`src/rtl/seg_scan_driver.sv`:
```
// seg_scan_driver
//   Display and buzzer stage that follows the countdown timer core.
//   The six BCD digits are latched once per display frame, so a frame never
//   shows a mixture of old and new time values. The latched digits drive a
//   six-digit multiplexed seven-segment display, one digit per scan slot.
//   A rising edge on `done` starts a fixed-length square-wave beep.
//
//   Optional build macro: LEADING_ZERO_BLANK_EN
//     When defined, a zero hours-tens digit is blanked. The hours-units digit
//     is also blanked when both hours digits are zero. The decimal point after
//     the hours-units digit stays lit.
//
// Parameters
//   SCAN_DIV  clk cycles per digit slot (>= 2)
//   BEEP_LEN  clk cycles the buzzer runs after a done edge (>= 1)
//   TONE_DIV  clk cycles per half-period of the buzzer tone (>= 1)
//
// Ports
//   clk        system clock
//   clr        synchronous active-high reset; overrides all other activity
//   H_h..S_l   BCD digits from the timer core (hours tens .. seconds units)
//   done       timer-expired level from the countdown core
//   seg        segments {g,f,e,d,c,b,a}, active-high
//   an         digit enables, active-low; an[0]=S_l .. an[5]=H_h
//   dp         decimal point, active-high (lit on slots 2 and 4)
//   buzz       buzzer drive
module seg_scan_driver #(
    parameter int SCAN_DIV = 50000,
    parameter int BEEP_LEN = 25000000,
    parameter int TONE_DIV = 12500
) (
    input  logic       clk,
    input  logic       clr,
    input  logic [3:0] H_h,
    input  logic [3:0] H_l,
    input  logic [3:0] M_h,
    input  logic [3:0] M_l,
    input  logic [3:0] S_h,
    input  logic [3:0] S_l,
    input  logic       done,
    output logic [6:0] seg,
    output logic [5:0] an,
    output logic       dp,
    output logic       buzz
);

    localparam int PW = $clog2(SCAN_DIV);
    localparam int BW = $clog2(BEEP_LEN + 1);
    localparam int TW = (TONE_DIV > 1) ? $clog2(TONE_DIV) : 1;

    // ------------------------------------------------------------------
    // Seven-segment decode; codes 10-15 are blanked
    // ------------------------------------------------------------------
    function automatic logic [6:0] decode(input logic [3:0] d);
        logic [6:0] s;
        case (d)
            4'd0:    s = 7'h3F;
            4'd1:    s = 7'h06;
            4'd2:    s = 7'h5B;
            4'd3:    s = 7'h4F;
            4'd4:    s = 7'h66;
            4'd5:    s = 7'h6D;
            4'd6:    s = 7'h7D;
            4'd7:    s = 7'h07;
            4'd8:    s = 7'h7F;
            4'd9:    s = 7'h6F;
            default: s = 7'h00;
        endcase
        return s;
    endfunction

    // ------------------------------------------------------------------
    // Scan state
    // ------------------------------------------------------------------
    logic [PW-1:0] prescaler;
    logic [2:0]    index;
    logic [3:0]    snap_h_h, snap_h_l, snap_m_h, snap_m_l, snap_s_h, snap_s_l;

    logic          tick;
    logic [2:0]    next_index;
    logic [3:0]    next_digit;
    logic          next_blank;
    logic [6:0]    next_seg;
    logic [5:0]    next_an;
    logic          next_dp;

    assign tick = (prescaler == PW'(SCAN_DIV - 1));

    always_comb begin
        next_index = (index == 3'd5) ? 3'd0 : index + 3'd1;
        next_digit = 4'd0;
        next_blank = 1'b0;

        // Slot 0 is only entered from slot 5, which is the capture edge, so
        // the live S_l is exactly the value being latched into the snapshot.
        case (next_index)
            3'd0:    next_digit = S_l;
            3'd1:    next_digit = snap_s_h;
            3'd2:    next_digit = snap_m_l;
            3'd3:    next_digit = snap_m_h;
            3'd4:    next_digit = snap_h_l;
            3'd5:    next_digit = snap_h_h;
            default: next_digit = 4'd0;
        endcase

`ifdef LEADING_ZERO_BLANK_EN
        if (next_index == 3'd5 && snap_h_h == 4'd0)
            next_blank = 1'b1;
        if (next_index == 3'd4 && snap_h_h == 4'd0 && snap_h_l == 4'd0)
            next_blank = 1'b1;
`else
        next_blank = 1'b0;
`endif

        next_seg = next_blank ? 7'h00 : decode(next_digit);
        next_an  = ~(6'b000001 << next_index);
        next_dp  = (next_index == 3'd2) || (next_index == 3'd4);
    end

    always_ff @(posedge clk) begin
        if (clr) begin
            prescaler <= '0;
            index     <= 3'd5;
            snap_h_h  <= 4'd0;
            snap_h_l  <= 4'd0;
            snap_m_h  <= 4'd0;
            snap_m_l  <= 4'd0;
            snap_s_h  <= 4'd0;
            snap_s_l  <= 4'd0;
            seg       <= 7'h00;
            an        <= 6'b111111;
            dp        <= 1'b0;
        end else if (tick) begin
            prescaler <= '0;
            index     <= next_index;
            if (index == 3'd5) begin
                snap_h_h <= H_h;
                snap_h_l <= H_l;
                snap_m_h <= M_h;
                snap_m_l <= M_l;
                snap_s_h <= S_h;
                snap_s_l <= S_l;
            end
            seg <= next_seg;
            an  <= next_an;
            dp  <= next_dp;
        end else begin
            prescaler <= prescaler + PW'(1);
        end
    end

    // ------------------------------------------------------------------
    // Beep generator
    // ------------------------------------------------------------------
    logic          done_d;
    logic [BW-1:0] beep_cnt;
    logic [TW-1:0] tone_cnt;

    always_ff @(posedge clk) begin
        if (clr) begin
            done_d   <= 1'b0;
            beep_cnt <= '0;
            tone_cnt <= '0;
            buzz     <= 1'b0;
        end else begin
            done_d <= done;
            if (done && !done_d) begin
                // A new edge always restarts at full length, even mid-beep.
                beep_cnt <= BW'(BEEP_LEN);
                tone_cnt <= '0;
                buzz     <= 1'b0;
            end else if (beep_cnt != '0) begin
                beep_cnt <= beep_cnt - BW'(1);
                if (beep_cnt == BW'(1)) begin
                    // Last active cycle: leave the buzzer quiet.
                    tone_cnt <= '0;
                    buzz     <= 1'b0;
                end else if (tone_cnt == TW'(TONE_DIV - 1)) begin
                    tone_cnt <= '0;
                    buzz     <= ~buzz;
                end else begin
                    tone_cnt <= tone_cnt + TW'(1);
                end
            end else begin
                tone_cnt <= '0;
                buzz     <= 1'b0;
            end
        end
    end

endmodule

```
`config.mk`:
```
export PLATFORM = sky130hd
export DESIGN_NAME = seg_scan_driver
export DESIGN_NICKNAME = d
export VERILOG_FILES = /design/src/rtl/seg_scan_driver.sv
export SDC_FILE = /design/constraint.sdc
export NUM_CORES = 1
export LEC_CHECK = 0
export CAP_MARGIN = 20
export CORE_MARGIN = 8
export CORE_UTILIZATION = 68
export CTS_CLUSTER_DIAMETER = 60
export DETAILED_ROUTE_END_ITERATION = 7
export DONT_BUFFER_PORTS = 1
export PLACE_DENSITY = 0.86
export SETUP_SLACK_MARGIN = 0.3
export SKIP_CTS_REPAIR_TIMING = 1
export SLEW_MARGIN = 0
export SYNTH_ARGS = -nofsm -noshare
export SYNTH_HDL_FRONTEND = slang
export SYNTH_SLANG_ARGS = --single-unit
export TNS_END_PERCENT = 30
```
`constraint.sdc`:
```
create_clock -name clk -period 6.7 [get_ports clk]
set_input_delay 0.67 -clock clk [delete_from_list [all_inputs] [get_ports clk]]
set_output_delay 0.67 -clock clk [all_outputs]
set_load 0.1 [all_outputs]
```
==> results.toml, run 1 <==
[outcome]
status = "completed"

[floorplan]
pin_count = 42
die_y_um = 97.0
die_w_um = 97.0
fp-row-count = 29
coreArea_mm2 = 0.00635
start_util_pct = 70.3
die_area_mm2 = 0.00942

[cts]
cts.sinks = 94
cts_root_buf = "clkbuf_8"
htree_num_levels = 3
clk_latency_ns = 0.35
clockBufferDepth = 2
cts_tree = "built"
clk_pin_slew_ns = 0.09
numCtsBuffers = 9

[finish]
final_nets = 536
area_delta_synth_final_pct = 4.01
n_fill_cell = 502
finalNonFillerCells = 580
final_layout_size_suffix_gt1_share_pct = 9.15
diodes = 0

[critical_path]
end_kind = "flip-flop"
r2r_start = "beep_cnt[12]$_SDFFE_PP0P_"
crit_fanout = 14
worstPathRequired_ns = 6.93
crit_path_start_kind = "flip-flop"
r2r_slack_ns = 3.92
cp-startpoint = "beep_cnt[12]$_SDFFE_PP0P_"
crit_arrival_ns = 3.01
worstSetupPathType = "reg -> reg"

[sta]
maxSlewHeadroom_pct = 33.2
finalSetupTns_ns = 0
period_needed_ns = 2.78
skew_ns = 0.0120
period_share_pct = 41.6
setup_violations = 0
max_freq_ghz = 0.359
finalHoldViolCount = 0
timing.final.max_slew_violations = 0
rsz0062_at_grt = "false"
worstMarginPinSlew_ns = 1.00

[power_and_ir_drop]
ir_worst_vdd_mv = 0.197
total_leakage_power_uw = 0.00163
cellPowerDensity_mw_per_mm2 = 239

[synth]
yosysTopAreaCellShare_pct = 42.1
synthesis.area_mm2 = 0.00447
synth_flop_cell = "dfxtp_1"
ys_top_cells_by_area = "dfxtp_1 42%, nand2_1 5.6%, a21oi_1 4.7%"
synth_cells = 519
avgSynthCellArea_um2 = 8.60
synthArstFlopShare_pct = 0
synthesis.nets = 557
synth_seq_cells = 94
synth_most_common_cell = "dfxtp_1"
ys_warn_count = 0
synth_edf_count = 0
synth-seq-area-share_pct = 42.1
yosysUniqueCellTypes = 59
post-synth-top-area-cell = "dfxtp_1"
synth_common_cells = "94 x dfxtp_1, 67 x nand2_1, 56 x nor2_1, 42 x a21oi_1, 29 x clkbuf_1"

[routing]
via_per_inst = 6.14
finalWirelength_mm = 8.99
via_count = 3562
ant_nets = 0
detail_route.wl_per_cell_um = 15.5
drt_first_pass_iters = 5
drc = 0
drt_first_iter_violations = 169

[min_path]
min-delay-path-class = "in -> reg"
hp-start = "clr"

[global_routing]
grt_pass1_vias = 3352
grt_max_degree = 55
track_usage_pct = 19.0
antenna_found_initial = 0
grt-ovfl-total = 0
grt_pass1_wl_mm = 15.5

[place]
port_buffers = 0
placedCellCount = 562
gp_congestion = 0.865
dp_hpwl_mm = 6.19

[job]
drv_cap = 0
-- logic make-up after synthesis --
| family | after synthesis | share of synthesized area [%] |
|---|---|---|
| buffers and inverters | 48 | 4.48 |
| DFF | 94 | 42.1 |
| adders and majority gates | 11 | 3.08 |
| muxes | 11 | 3.17 |
| AOI/OAI and AO/OA | 100 | 15.5 |
| and+or+nand+nor | 221 | 25.0 |
| xor gates and xnor gates | 34 | 6.67 |
-- final cells by class --
cell class	count	area, µm²	area share, %
clock inverters	6	71.3	1.54
multi-input cells	377	2390	51.4
flip-flops and latches	94	1880	40.5
well taps	77	96.3	2.07
repair buffers	2	16.3	0.350
inverters	14	52.6	1.13
clock buffers	10	138	2.96
-- power breakdown --
group	total (µW)	internal [µW]	switching, µW
combinational	133	55.3	77.8
sequential	597	578	18.9
clock	382	185	197
-- stage by stage --
stage / utilization (%) / total power [µW] / hold WS (ns) / instance area, µm² / setup WS [ns]
after floorplan: - / 722 / 0.418 / 4470 / 4.22
after global placement: 69.6 / 732 / 0.430 / 4420 / 3.86
after detailed placement: 69.6 / 740 / 0.439 / 4420 / 3.65
after CTS: 72.9 / 1120 / 0.358 / 4630 / 3.64
after global routing: 73.1 / 1160 / 0.363 / 4640 / 3.66
final: 73.1 / 1110 / 0.382 / 4640 / 3.92
-- worst max-delay path, stage by stage, from the launching register on --
cell,delay (ns)
dfxtp_1,0.37
or4_4,0.59
or4_4,0.58
o41ai_1,0.51
nand2b_1,0.50
nor2_1,0.12
-- registers in the layout, summed over array words and instances, names as in the netlist --
name	cells
snap_m_l	4
snap_m_h	4
snap_s_h	4
done_d	1
an	6
tone_cnt	14
snap_h_h	4
buzz	1
prescaler	16
index	3
seg	7
beep_cnt	25
snap_h_l	4
dp	1
-- routing by layer --
layer | GRT usage, % | vias up | share of wire (%)
li1 | - | 1784 | -
met3 | 5.12 | 9 | 5.0
met1 | 21.5 | 1695 | 43
met5 | 0 | - | 0
met2 | 33.4 | 74 | 51
met4 | 6.39 | 0 | 0.97
-- placed cells by master (no fill, tap or decap), types with 3 or more instances in the layout --
cell type / n
a22o_1: 3
xnor2_1: 17
nand3_1: 10
o31ai_1: 4
o21ai_0: 8
or3_1: 16
a211oi_1: 6
mux2_2: 5
ha_1: 11
a21oi_1: 42
nand2b_1: 7
nor3_1: 11
nor4_1: 6
dfxtp_1: 94
a31oi_1: 7
nor2b_1: 5
clkbuf_8: 10
or2_2: 6
nand2_1: 67
xor2_1: 17
o211ai_1: 3
a311oi_1: 5
clkinv_4: 3
a211o_1: 4
nand4_1: 8
mux2i_1: 4
or4_4: 4
or4_1: 9
inv_1: 14
nor2_1: 56
-- path summary, 6_finish.rpt --
kind	depth (start not counted)	to
min	1	done_d$_SDFF_PP0_
max reg2reg	5	tone_cnt[6]$_SDFF_PP0_
min reg2reg	2	snap_h_h[1]$_SDFFE_PP0P_
max	5	tone_cnt[6]$_SDFF_PP0_
Power figures use the tool's default switching activity.
==> run 2, diff against run 1 <==
- CORE_UTILIZATION: 68 -> 57
- PLACE_DENSITY: 0.86 -> 0.77
- clock period: 6.7 -> 2.4 ns (I/O delays scaled with it)
==> run 2 against run 1 <==
Net effect: clock-buffer cell count did not move; the flow now finishes with violations (negative hold slack, negative setup slack); register-to-register slack got worse by 4.0 ns; critical path type unchanged; cell count rose by 16%; power rose to 3.1 times the previous value.
==> results.toml, run 2 (synthesis results as in run 1) <==
[routing]
finalWirelength_mm = 11.5
drt_first_iter_violations = 251
drt_first_pass_iters = 4
via_count = 3967
drc = 0
detail_route.wl_per_cell_um = 17.1
via_per_inst = 5.89
ant_nets = 0

[finish]
diodes = 0
reg.largest.list = "beep_cnt x25, prescaler x16, tone_cnt x14"
final_common_cell = "dfxtp_1"
final_cell_mix = "85 x dfxtp_1, 66 x nand2_1, 51 x buf_4, 47 x nor2_1, 37 x a21oi_1"
n_fill_cell = 519
final_layout_size_suffix_gt1_share_pct = 29.9
final_nets = 604
area_delta_synth_final_pct = 25.7
largest_reg_flops = 25
largest-register = "beep_cnt"
design_area_mm2 = 0.00561

[global_routing]
antenna_found_initial = 0
grt_pass1_wl_mm = 16.6
track_usage_pct = 18.0
grt_pass1_vias = 3664
grt_max_degree = 55
grt-ovfl-total = 0

[critical_path]
rr_worst_depth = 6
worstPathRequired_ns = 2.66
crit_arrival_ns = 2.70
crit_path_start_kind = "flip-flop"
worstSetupPathType = "reg -> reg"
end_kind = "flip-flop"
crit_fanout = 7

[power_and_ir_drop]
ir_worst_vdd_mv = 0.439
total_leakage_power_uw = 0.00203
cellPowerDensity_mw_per_mm2 = 618

[sta]
rsz0062_at_grt = "true"
setup_slack_ns = -0.0486
period_needed_ns = 2.45
maxSlewHeadroom_pct = 61.3
setup_violations = 4
period_share_pct = 102
whs_ns = -0.00612
max_freq_ghz = 0.408
timing.final.max_slew_violations = 0
finalHoldViolCount = 3
worstMarginPinSlew_ns = 0.580
skew_ns = 0.00751

[cts]
numCtsBuffers = 9
cts_tree = "built"
clk_latency_ns = 0.37
clk_pin_slew_ns = 0.09
cts.sinks = 94
htree_num_levels = 3
cts_root_buf = "clkbuf_8"
clockBufferDepth = 2

[outcome]
violations = "negative hold slack, negative setup slack"
status = "complete, but fails checks"

[floorplan]
die_area_mm2 = 0.0109
start_util_pct = 58.4
fp-row-count = 32
die_y_um = 105
coreArea_mm2 = 0.00765
pin_count = 42
die_w_um = 105

[min_path]
hold_path_depth = 2
min-delay-path-class = "in -> reg"

[job]
drv_cap = 0

[place]
dp_hpwl_mm = 6.88
postPlaceCellArea_mm2 = 0.00491
place_worst_setup_slack_ns = -0.103
port_buffers = 0
gp_congestion = 0.821
==> run 2: worst paths after layout <==
check | end | slack, ns | start
worst min-delay path | snap_m_l[2]$_SDFFE_PP0P_ | -0.006 | M_l[2]
worst min register to register | prescaler[0]$_SDFF_PP0_ | 0.46 | prescaler[0]$_SDFF_PP0_
worst max register to register | beep_cnt[21]$_SDFFE_PP0P_ | -0.05 | beep_cnt[6]$_SDFFE_PP0P_
worst max-delay path | beep_cnt[21]$_SDFFE_PP0P_ | -0.05 | beep_cnt[6]$_SDFFE_PP0P_
==> run 2: critical path: stages (launching register included) <==
cell and delay, ns:
dfxtp_2 0.33, or4_4 0.55, or4_4 0.53, a311o_2 0.44, buf_4 0.16, o41ai_4 0.24, a21oi_2 0.09
==> run 2: area by class of cell <==
class | instances | area, µm² | area share (%)
clock buffers | 10 | 138 | 2.45
clock inverters | 6 | 92.6 | 1.65
inverters | 14 | 60.1 | 1.07
multi-input cells | 378 | 2700 | 48.2
flip-flops and latches | 94 | 1900 | 33.8
well taps | 102 | 128 | 2.27
repair buffers | 69 | 594 | 10.6
==> run 2: power by group <==
group	internal (µW)	switching (µW)	leakage [µW]
Clock	621	584	0.000109
Sequential	1610	51.0	0.000766
Combinational	279	319	0.00116
Total	2510	954	0.00203
==> run 2: through the flow <==
step / util (%) / setup TNS, ns / hold slack, ns / cells / power [µW]
final: 73.4 / -0.105 / -0.00612 / 673 / 3470
after global routing: 73.4 / -0.592 / 0.00440 / 673 / 3600
after CTS: 67.3 / -0.262 / -0.0827 / 651 / 3340
after detailed placement: 64.3 / -0.191 / 0.313 / 635 / 2170
after global placement: 64.3 / 0 / 0.310 / 635 / 2140
after floorplan: - / 0 / 0.368 / 519 / 2060
==> run 2: layer usage <==
metal / vias to the layer above / global-route usage, % / routed length, µm
met2: 92 / 31.5 / 5980
met5: - / 0 / 0
met4: 0 / 8.79 / 334
li1: 1915 / - / -
met1: 1931 / 20.2 / 4670
met3: 29 / 4.09 / 556
==> edit 1: new RTL, flow settings as in run 2 <==
`TONE_DIV`: 12500 -> 25000.
--- a/src/rtl/seg_scan_driver.sv
+++ b/src/rtl/seg_scan_driver.sv
@@ -29,3 +29,3 @@
     parameter int BEEP_LEN = 25000000,
-    parameter int TONE_DIV = 12500
+    parameter int TONE_DIV = 25000
 ) (
Behaviour: no difference found for any inputs over 10 cycles, from zero or initial values; that may be too few to reach the edited logic, so the function may still have changed.
==> edit 1 against run 2 <==
The run ends with negative hold slack left. Sequential cell count rose by 1. Core utilization fell by 7.7 points. Cell count down 4.2%. Power decreased by 6.1%. Cell area decreased by 10%. Count of clock-buffer cells in the layout stayed put. Worst setup slack improved by 300 ps. Wire length is 17% lower. Non-clock buffer count down 34. Area after synthesis shrank 0.78%. Critical path type unchanged. Highest routed layer unchanged.
==> edit 1: results (changes against run 2) <==
Setup path
  – Crit Path Max Fanout: 4 (-3)
  – Critical path origin: index[1]
  – Worst r2r src: index[1]

Global routing
  – GRT Overall Usage: 17.57% (-0.43 points)
  – Largest net degree at the start of global routing: 54 (-1.8%)
  – Met1 Use GR: 20.77% (+0.60 points)
  – M3 GR Usage: 5.328% (+1.2 points)
  – Initial antenna violation count: 1 (+1)
  – First-pass GRT wire length: 16160 um (-2.6%)

Layout
  – Final non-clock buffer share: 5.477% (-5.1 points)
  – Largest regs: beep_cnt: 25 flops, prescaler: 16 flops, tone_cnt: 15 flops
  – Share of cells above drive strength 1: 14.02% (-16 points)
  – Multi-In Gates: 387 (+2.4%)
  – Buffers excl. clock: 35 (-49%)
  – Sequential cell area: 1907 um^2 (+0.46%)
  – Final-layout fill cell count: 636 (+23%)

Outcome
  – Outcome: finished, violations left
  – Failing checks: negative hold slack

Synthesis
  – Post-synthesis sequential area ratio: 42.93% (+0.79 points)
  – Synth top area cells: dfxtp_1 (43%), nand2_1 (5.8%), nor2_1 (5.2%)
  – Synth cell types: 56 (-5.1%)

Power
  – P_int: 2.408 mW (-4.2%)

STA
  – Worst hold slack: -63.74 ps (-57.62 ps)
  – Final Hold Fails: 36 (+33)

Place
  – Post-DP Area: 4671 um^2 (-4.9%)
## edit 1: cell types whose count changed after synthesis, sizes merged, moves of 5 or more
| cell | run 2 | this run |
|---|---|---|
| nand2b | 7 | 12 |
| clkbuf | 30 | 20 |
| nor2 | 56 | 61 |
| nand3 | 10 | 19 |
| xor2 | 17 | 26 |
| a311oi | 5 | 0 |
| a31oi | 8 | 2 |
| inv | 14 | 9 |
| and3 | 2 | 10 |
| or4 | 13 | 8 |
| a211oi | 7 | 2 |
| or3 | 18 | 4 |
## edit 1: through the flow
step / instances / util [%] / setup slack [ps] / total power [mW]
floorplan: 516 / - / 313.4 / 2.037
global route: 645 / 65.72 / 173.6 / 3.405
detailed placement: 622 / 61.08 / 159.5 / 2.095
finish: 645 / 65.72 / 250.0 / 3.255
CTS: 638 / 63.96 / 121.3 / 3.255
global placement: 622 / 61.08 / 245.7 / 2.078
## edit 1: logic make-up (layout without fill, tap and decap cells)
group,count (synthesis),after routing,synth area share [%]
AO/OA/AOI/OAI,80,80,10.87
buffers and inverters,34,60,3.304
flip-flops,95,95,42.93
adder cells (fa/ha/maj),11,11,3.106
AND/OR/NAND/NOR,242,242,28.49
multiplexers,9,9,2.400
XOR/XNOR,45,45,8.896
other,0,1,0
## edit 1: worst min path at each step
stage / startpoint / to / depth (start not counted)
after floorplan: done / done_d / 1
after global placement: clr / beep_cnt[16] / 1
after detailed placement: clr / beep_cnt[16] / 1
after CTS: clr / beep_cnt[16] / 1
after global routing: clr / beep_cnt[12] / 1
final: clr / beep_cnt[16] / 1
## edit 1: worst reg2reg max path, delay by kind of cell, from the launching register on
kind                     cells  cell delay [ps]
AO/OA/AOI/OAI                3              530
adder cells (fa/ha/maj)      1              140
buffers and inverters        1              120
flip-flops                   1              390
multiplexers                 2              810
AND/OR/NAND/NOR              1              110
==> edit 2: new RTL, flow settings as in run 2 <==
Made on the original files. Add an input register stage for `M_h`; this delays it by one clock. The other inputs are not delayed to match.
--- a/src/rtl/seg_scan_driver.sv
+++ b/src/rtl/seg_scan_driver.sv
@@ -49,2 +49,8 @@
     localparam int TW = (TONE_DIV > 1) ? $clog2(TONE_DIV) : 1;
+
+    logic [3:0] M_h_q;
+
+    always_ff @(posedge clk) begin
+        M_h_q <= M_h;
+    end
 
@@ -138,3 +144,3 @@
                 snap_h_l <= H_l;
-                snap_m_h <= M_h;
+                snap_m_h <= M_h_q;
                 snap_m_l <= M_l;
Behaviour: same outputs for any inputs over 10 cycles, from zero or initial values; that may be too few to reach the edited logic, so the function may still have changed.
==> edit 2 against run 2 <==
The run ends with negative hold slack left. Die area shrank 0.29%. Sequential cell count grew 4. Via count shrank 5.8%. Power shrank 6.9%. Combinational power shrank 33%. Area after synthesis shrank 0.34%. Cell area shrank 8.2%. Wire length shrank 17%. Non-clock buffer count shrank 23. Worst setup slack gained 270 ps. Sequential power grew 5%. Count of clock-buffer cells in the layout grew 1. Clock power shrank 9%. Critical path type unchanged. Critical endpoint is now seg[3]. Highest routed layer unchanged.
==> edit 2: results (changes against run 2) <==
Outcome
  – Outcome: finished, violations left
  – Failing checks: negative hold slack

Global routing
  – GRT Overall Usage: 17.10% (-0.91 points)
  – First-pass GRT wire length: 15730 um (-5.2%)
  – Largest net degree at the start of global routing: 54 (-1.8%)

Hold path
  – Hold path endpoint: seg[5]

Layout
  – Share of cells above drive strength 1: 15.45% (-14 points)
  – Final-layout fill cell count: 602 (+16%)
  – Final #Nets: 584 (-3.3%)

Power
  – Comb. pwr: 0.399 mW (-33%)
  – Peak VDD IR: 0.0003862 V (-12%)
  – Clock power frac: 33.7% (-1.0 points)
  – Leak: 1.893 nW (-6.7%)

Synthesis
  – Syn Area/Cell: 8.659 um^2 (+0.63%)
  – Post-synthesis sequential area ratio: 44.08% (+1.9 points)
  – Top post-synthesis cells by count: dfxtp_1 (98), nand2_1 (62), nor2_1 (57)
  – Synth top area cells: dfxtp_1 (44%), xor2_1 (6.1%), nand2_1 (5.2%)
  – Synth cell types: 56 (-5.1%)

Drt
  – Initial drt markers: 190 (-24%)
  – DR vias/cell: 5.729 (-2.8%)
  – Vias: 3735 (-5.8%)
  – WL final: 9551 um (-17%)

Setup path
  – Critical path arrival: 2470 ps (-230 ps)
  – R2R cell count: 8 (+2)
  – Crit-path max cell delay: 450 ps (-100 ps)
  – Worst r2r src: index[1]
  – Crit Path Max Fanout: 11 (+4)
  – Reg2reg setup slack: 220 ps (+270 ps)

Place
  – Final GP Congestion: 0.7950 (-3.1%)
  – Hpwl dp: 6402 um (-7.0%)
  – Placed insts: 623 (-1.9%)

STA
  – Worst hold slack: -65.65 ps (-59.53 ps)
  – Slew margin rel.: 60.79% (-0.54 points)
  – Layout Skew: 6.857 ps (-0.6514 ps)
  – Final Hold Fails: 45 (+42)
edit 2: cell types whose count changed after synthesis, moves of 7 or more:
cell,run 2,this run
nand4_1,8,18
xnor2_1,17,10
clkbuf_1,29,19
xor2_1,17,31
nand3_1,10,19
edit 2: metal layers:
layer | vias up | GRT usage, % | wire (um)
li1 | 1870 | - | -
met1 | 1772 | 21.35 | 4470
met2 | 83 | 26.82 | 4385
met3 | 10 | 5.390 | 574
met4 | 0 | 6.412 | 120
met5 | - | 0 | 0
edit 2: final cells by class:
class / count / area share [%]
clock inverter: 4 / 0.9954
sequential: 98 / 38.24
tap: 102 / 2.476
inverter: 12 / 0.9226
timing repair buffer: 46 / 7.186
multi-input combinational: 379 / 47.24
clock buffer: 11 / 2.938
edit 2: how the worst max path moves through the flow:
stage	from	end
floorplan	index[0]	seg[3]
global placement	index[1]	seg[3]
detailed placement	index[1]	seg[3]
CTS	index[1]	seg[3]
global route	index[0]	seg[6]
finish	index[1]	seg[3]
edit 2: logic make-up (layout without fill, tap and decap cells):
group,after synthesis,in the layout,share of synthesized area (%)
adder cells (fa/ha/maj),11,11,3.092
buffers and inverters,38,73,3.683
flip-flops,98,98,44.08
AO/OA/AOI/OAI,87,87,11.95
AND/OR/NAND/NOR,229,229,26.03
XOR/XNOR,41,41,8.068
multiplexers,10,11,3.092
edit 2: per-stage QoR:
| step | hold slack [ps] | instance area (um^2) | util, % | setup slack [ps] |
|---|---|---|---|---|
| floorplan | 267.7 | 4477 | - | 213.1 |
| global placement | 267.8 | 4718 | 61.70 | 197.1 |
| detailed placement | 267.8 | 4718 | 61.70 | 133.5 |
| CTS | -112.6 | 4921 | 64.35 | 104.0 |
| global route | -80.93 | 5154 | 67.39 | 133.8 |
| finish | -65.65 | 5154 | 67.39 | 217.4 |
